==> src/rtl/bcd_pkg.sv <==
// Shared BCD constants and packed-width helper for the scanned counter.
// Used by contador_bcd_scan and bcd_digit.
package bcd_pkg;

  localparam logic [3:0] BCD_MAX   = 4'd9;
  localparam logic [3:0] BCD_ZERO  = 4'd0;
  localparam logic [3:0] BCD_BLANK = 4'hF;

  function automatic int packed_w(input int n);
    return 4 * n;
  endfunction

endpackage

==> src/rtl/bcd_digit.sv <==
// Single decade cell: clamped load, up/down step, carry/borrow out.
// carry_out fires when this cell steps across its 9/0 boundary.
module bcd_digit
  import bcd_pkg::*;
(
  input  logic       clk,
  input  logic       rst_n,
  input  logic       step,
  input  logic       up,
  input  logic       load,
  input  logic [3:0] load_nib,
  output logic [3:0] nib,
  output logic       carry_out
);

  logic [3:0] nib_q, nib_d;

  always_comb begin
    nib_d = nib_q;
    if (load) begin
      nib_d = (load_nib > BCD_MAX) ? BCD_MAX : load_nib;
    end else if (step) begin
      if (up) begin
        nib_d = (nib_q == BCD_MAX) ? BCD_ZERO : nib_q + 4'd1;
      end else begin
        nib_d = (nib_q == BCD_ZERO) ? BCD_MAX : nib_q - 4'd1;
      end
    end
  end

  assign carry_out = step & ~load &
                     (up ? (nib_q == BCD_MAX) : (nib_q == BCD_ZERO));
  assign nib = nib_q;

  always_ff @(posedge clk or negedge rst_n) begin
    if (!rst_n) nib_q <= BCD_ZERO;
    else        nib_q <= nib_d;
  end

endmodule

==> src/rtl/contador_bcd_scan.sv <==
// Multi-digit BCD up/down counter with display scan mux.
// Define CONTADOR_BCD_BLANK_LEADING_EN for leading-zero blanking on bcd.
module contador_bcd_scan
  import bcd_pkg::*;
#(
  parameter int DIGITS   = 4,
  parameter int SCAN_DIV = 50000
) (
  input  logic                          clk,
  input  logic                          rst_n,
  input  logic                          en,
  input  logic                          up,
  input  logic                          load,
  input  logic [packed_w(DIGITS)-1:0]   load_val,
  output logic [packed_w(DIGITS)-1:0]   value,
  output logic                          wrap,
  output logic [3:0]                    bcd,
  output logic [DIGITS-1:0]             digit_sel
);

  localparam int PW = (SCAN_DIV > 1) ? $clog2(SCAN_DIV) : 1;
  localparam int IW = (DIGITS > 1) ? $clog2(DIGITS) : 1;

  logic [3:0]    nibs [DIGITS];
  logic          wrap_q, wrap_d;
  logic [PW-1:0] presc_q, presc_d;
  logic [IW-1:0] idx_q, idx_d;
  logic          term;

  for (genvar i = 0; i < DIGITS; i++) begin : g_dig
    logic st, co;
    if (i == 0) begin : g_first
      assign st = en & ~load;
    end else begin : g_next
      assign st = g_dig[i-1].co;
    end
    bcd_digit u_digit (
      .clk       (clk),
      .rst_n     (rst_n),
      .step      (st),
      .up        (up),
      .load      (load),
      .load_nib  (load_val[4*i +: 4]),
      .nib       (nibs[i]),
      .carry_out (co)
    );
  end

  always_comb begin
    value = '0;
    for (int i = 0; i < DIGITS; i++) begin
      value[4*i +: 4] = nibs[i];
    end
  end

  // Carry out of the top digit is exactly a full-range wrap.
  assign wrap_d = g_dig[DIGITS-1].co;
  assign wrap   = wrap_q;

  always_comb begin
    term    = (presc_q == PW'(SCAN_DIV - 1));
    presc_d = term ? '0 : presc_q + 1'b1;
    idx_d   = idx_q;
    if (term) begin
      idx_d = (idx_q == IW'(DIGITS - 1)) ? '0 : idx_q + 1'b1;
    end
  end

  always_ff @(posedge clk or negedge rst_n) begin
    if (!rst_n) begin
      wrap_q  <= 1'b0;
      presc_q <= '0;
      idx_q   <= '0;
    end else begin
      wrap_q  <= wrap_d;
      presc_q <= presc_d;
      idx_q   <= idx_d;
    end
  end

  assign digit_sel = DIGITS'(1) << idx_q;

`ifdef CONTADOR_BCD_BLANK_LEADING_EN
  logic [DIGITS-1:0] blank;
  logic              hz;

  always_comb begin
    hz    = 1'b1;
    blank = '0;
    for (int i = DIGITS - 1; i >= 0; i--) begin
      hz       = hz & (nibs[i] == BCD_ZERO);
      blank[i] = hz & (i != 0);
    end
  end
`endif

  always_comb begin
    bcd = BCD_ZERO;
    for (int i = 0; i < DIGITS; i++) begin
      if (idx_q == IW'(i)) begin
        bcd = nibs[i];
`ifdef CONTADOR_BCD_BLANK_LEADING_EN
        if (blank[i]) bcd = BCD_BLANK;
`endif
      end
    end
  end

endmodule

==> config.mk <==
export PLATFORM = sky130hd
export DESIGN_NAME = contador_bcd_scan
export DESIGN_NICKNAME = d
export VERILOG_FILES = /design/src/rtl/bcd_pkg.sv /design/src/rtl/bcd_digit.sv /design/src/rtl/contador_bcd_scan.sv
export SDC_FILE = /design/constraint.sdc
export NUM_CORES = 1
export LEC_CHECK = 0
export CORE_ASPECT_RATIO = 0.75
export CORE_MARGIN = 4
export CORE_UTILIZATION = 57
export DETAILED_ROUTE_END_ITERATION = 7
export PLACE_DENSITY = 0.86
export REMOVE_ABC_BUFFERS = 1
export SLEW_MARGIN = 10
export SYNTH_ARGS = -nofsm -noshare
export SYNTH_HDL_FRONTEND = slang
export SYNTH_SLANG_ARGS = --single-unit
==> constraint.sdc <==
create_clock -name clk -period 4.72 [get_ports clk]
set_input_delay 0.944 -clock clk [delete_from_list [all_inputs] [get_ports clk]]
set_output_delay 0.944 -clock clk [all_outputs]
set_load 0.005 [all_outputs]
==> results.md <==
- Final core area utilization: 0.725
- Routed Antenna Nets: 0
- Cell Rows: 20
- Fin. Hold Viols: 0
- Worst Hold Depth: 1
- Synth warnings: 0
- Largest net degree at the start of global routing: 46
- Placed insts: 385
- Clk pwr share: 0.295
- Critical path's top delay family: buffers and inverters
- Syn Inst Count: 311
- Hold Slack: 477 ps
- Total Wirelength: 5910 um
- Vias in the first global route: 2147
- Fill cells: 325
- GPL Wtd Cong: 0.848
- Core area: 4130 um2
- First-pass GRT wire length: 10200 um
- Vias: 2331
- CTS Buf Count: 5
- Post-Syn Area per Cell: 7.99 um2
- Critical path class: register to output pin
- Worst slew pin tran: 674 ps
- CP bufs+invs: 2
- Post-CTS Hold Fix Bufs: 0
- Post_cts resized: 0
- Clock Tree Buf Depth: 2
- Worst Skew: 11.2 ps
- Clock transition at path regs: 80 ps
- CP Launch Type: register
- Max VDD drop: 0.150 mV
- RSZ-0062 raised after global routing: false
- NetSw: 235 uW
- Die W: 84.3 um
- Critical Path RT: 3780 ps
- Layout cells sized above 1: 0.0445
- Asr flop ratio synth: 1.00
- Slowest stage cell, crit path: clkdlybuf4s50_1
- TritonCTS clock tree: done
- Area grow syn2layout: 20.5%
- Unique masters post-synth: 49
- Share of the synthesized area in the top cell type: 0.352
- Register area share after synthesis: 0.352
- Power Internal: 529 uW
- CP max FO: 9
- Ports: 46
- Hpwl dp: 4130 um
- Logic gate share of total power: 0.228
- Final worst-path cycle share: 0.679
- Most frequent cell after synthesis: dfrtp_1
- Flop pwr share: 0.477
- Top post-synthesis cells by area: dfrtp_1 35%, o21ai_0 5.2%, xnor2_1 4.6%
- Fin nets: 363
- Status: finished clean
- Clock Tree Root: clkbuf_8
- Port Buffers: 45
- Switching part of the total: 0.307
- Worst Hold Class: register to register
- Diodes inserted: 0
- Dominant cell type by area after synthesis: dfrtp_1
- Avg WL per Cell: 15.1 um
- Leak: 0.00121 uW
- Clk Latency, worst-skew pair: 290 ps
- Final Slew Violations: 0
- Main synth FF type: dfrtp_1
- PD cells: 255 nW/um2
- Max stage delay on crit path: 550 ps
- Post-CTS Setup Bufs: 0
- Die height: 65.2 um
- Post-synthesis cell area: 2490 um2
- Setup TNS Final: 0 ps
- Final setup viols: 0
- DRC: 0
- Initial core utilization: 0.602
- Crit path cell chain: inv_1 > ha_1 > nand3b_1 > a21oi_1 > a21oi_1 > o21ai_0 > clkdlybuf4s50_1
- Vias per inst: 5.95
- Total global routing overflow: 0
- R2R depth: 5
- # clock sinks: 35
- Most instantiated cells after synthesis: 35 x dfrtp_1, 29 x nand2_1, 27 x nor2_1
- Die Area: 5490 um2
- Rel. slew slack: 0.549
- Initial antenna violation count: 0
- First DRT Iteration DRCs: 131
- FMAX: 0.312 GHz
- Crit path DAT: 2260 ps
- Max-cap viol count: 0
- GRT Total Usage: 0.228
- Endpoint class of the critical path: output pin
- Number of flops mapped to enable cells by yosys: 0
- H-tree Lvls: 2
- CP Depth: 7
- 1st-pass router iterations: 5
- Most frequent CP cell: a21oi_1
- Yosys reg bits: 35
- Tmin final: 3210 ps
- Post-route insts no fill: 392
-- logic make-up after synthesis --
group	share of synthesized area
compound gates	0.221
xor+xnor	0.0740
fa+ha+maj	0.0252
buf+inv	0.0664
flops	0.352
mux	0.0166
simple gates	0.245
-- through the flow --
| stage | total power [uW] | instance area, um2 | setup slack, ps |
|---|---|---|---|
| CTS | 765 | 3000 | 1540 |
| global placement | 536 | 2910 | 1490 |
| global route | 800 | 3000 | 1370 |
| finish | 763 | 3000 | 1510 |
| floorplan | 444 | 2370 | 2260 |
| detailed placement | 542 | 2910 | 1430 |
-- cells in the final DEF, fill, tap and decap left out, types with 3 or more instances in the layout --
cell,instances
clkdlybuf4s50_1,45
dfrtp_1,35
nand2_1,29
nor2_1,27
o21ai_0,26
a21oi_1,18
nand3_1,18
xnor2_1,13
inv_1,12
a31oi_1,10
xor2_1,8
and3_1,6
clkbuf_8,6
nand3b_1,5
nand4_1,5
nor3_1,5
nor2b_1,5
ha_1,5
and2_1,4
o22ai_1,4
mux2i_1,3
or3_1,3
o21bai_1,3
nor4_1,3
o221ai_1,3
buf_4,3
-- final cells by class --
cell class,instances,area (um2),share of cell area
clock buffer,6,82.6,0.0276
sequential,35,876,0.292
clock inverter,1,5.00,0.00167
inverter,12,45.0,0.0150
tap,55,68.8,0.0230
timing repair buffer,48,473,0.158
multi-input combinational,235,1450,0.482
-- layer usage --
layer  vias up  global-route usage  routed length [um]
met4         0              0.0863                  93
met5         -                   0                   0
li1       1145                   -                   -
met2        74               0.357                2710
met1      1100               0.314                2760
met3        12              0.0439                 348
-- flip-flops by register name, indices dropped and copies added, names as in the netlist --
register / flops
g_dig.u_digit.nib: 16
idx_q: 2
presc_q: 16
wrap: 1
-- path summary, 6_finish.rpt --
| path | end | slack, ps | from |
|---|---|---|---|
| max | bcd[3] | 1510 | idx_q[1] |
| min | presc_q[0] | 480 | presc_q[0] |
| max reg2reg | g_dig[3].u_digit.nib[3] | 2540 | g_dig[1].u_digit.nib[0] |
| min reg2reg | presc_q[0] | 480 | presc_q[0] |
| max in group asynchronous | g_dig[1].u_digit.nib[2] | 3320 | rst_n |
| min in group asynchronous | presc_q[0] | 1070 | rst_n |
-- power groups by stage --
stage          clock [uW]  sequential, uW  combinational, uW
6_report              225             364                174
5_1_grt               237             370                193
4_1_cts               227             363                175
3_5_place_dp            0             369                173
3_3_place_gp            0             367                169
2_1_floorplan           0             357               87.3
Power figures use the tool's default switching activity.
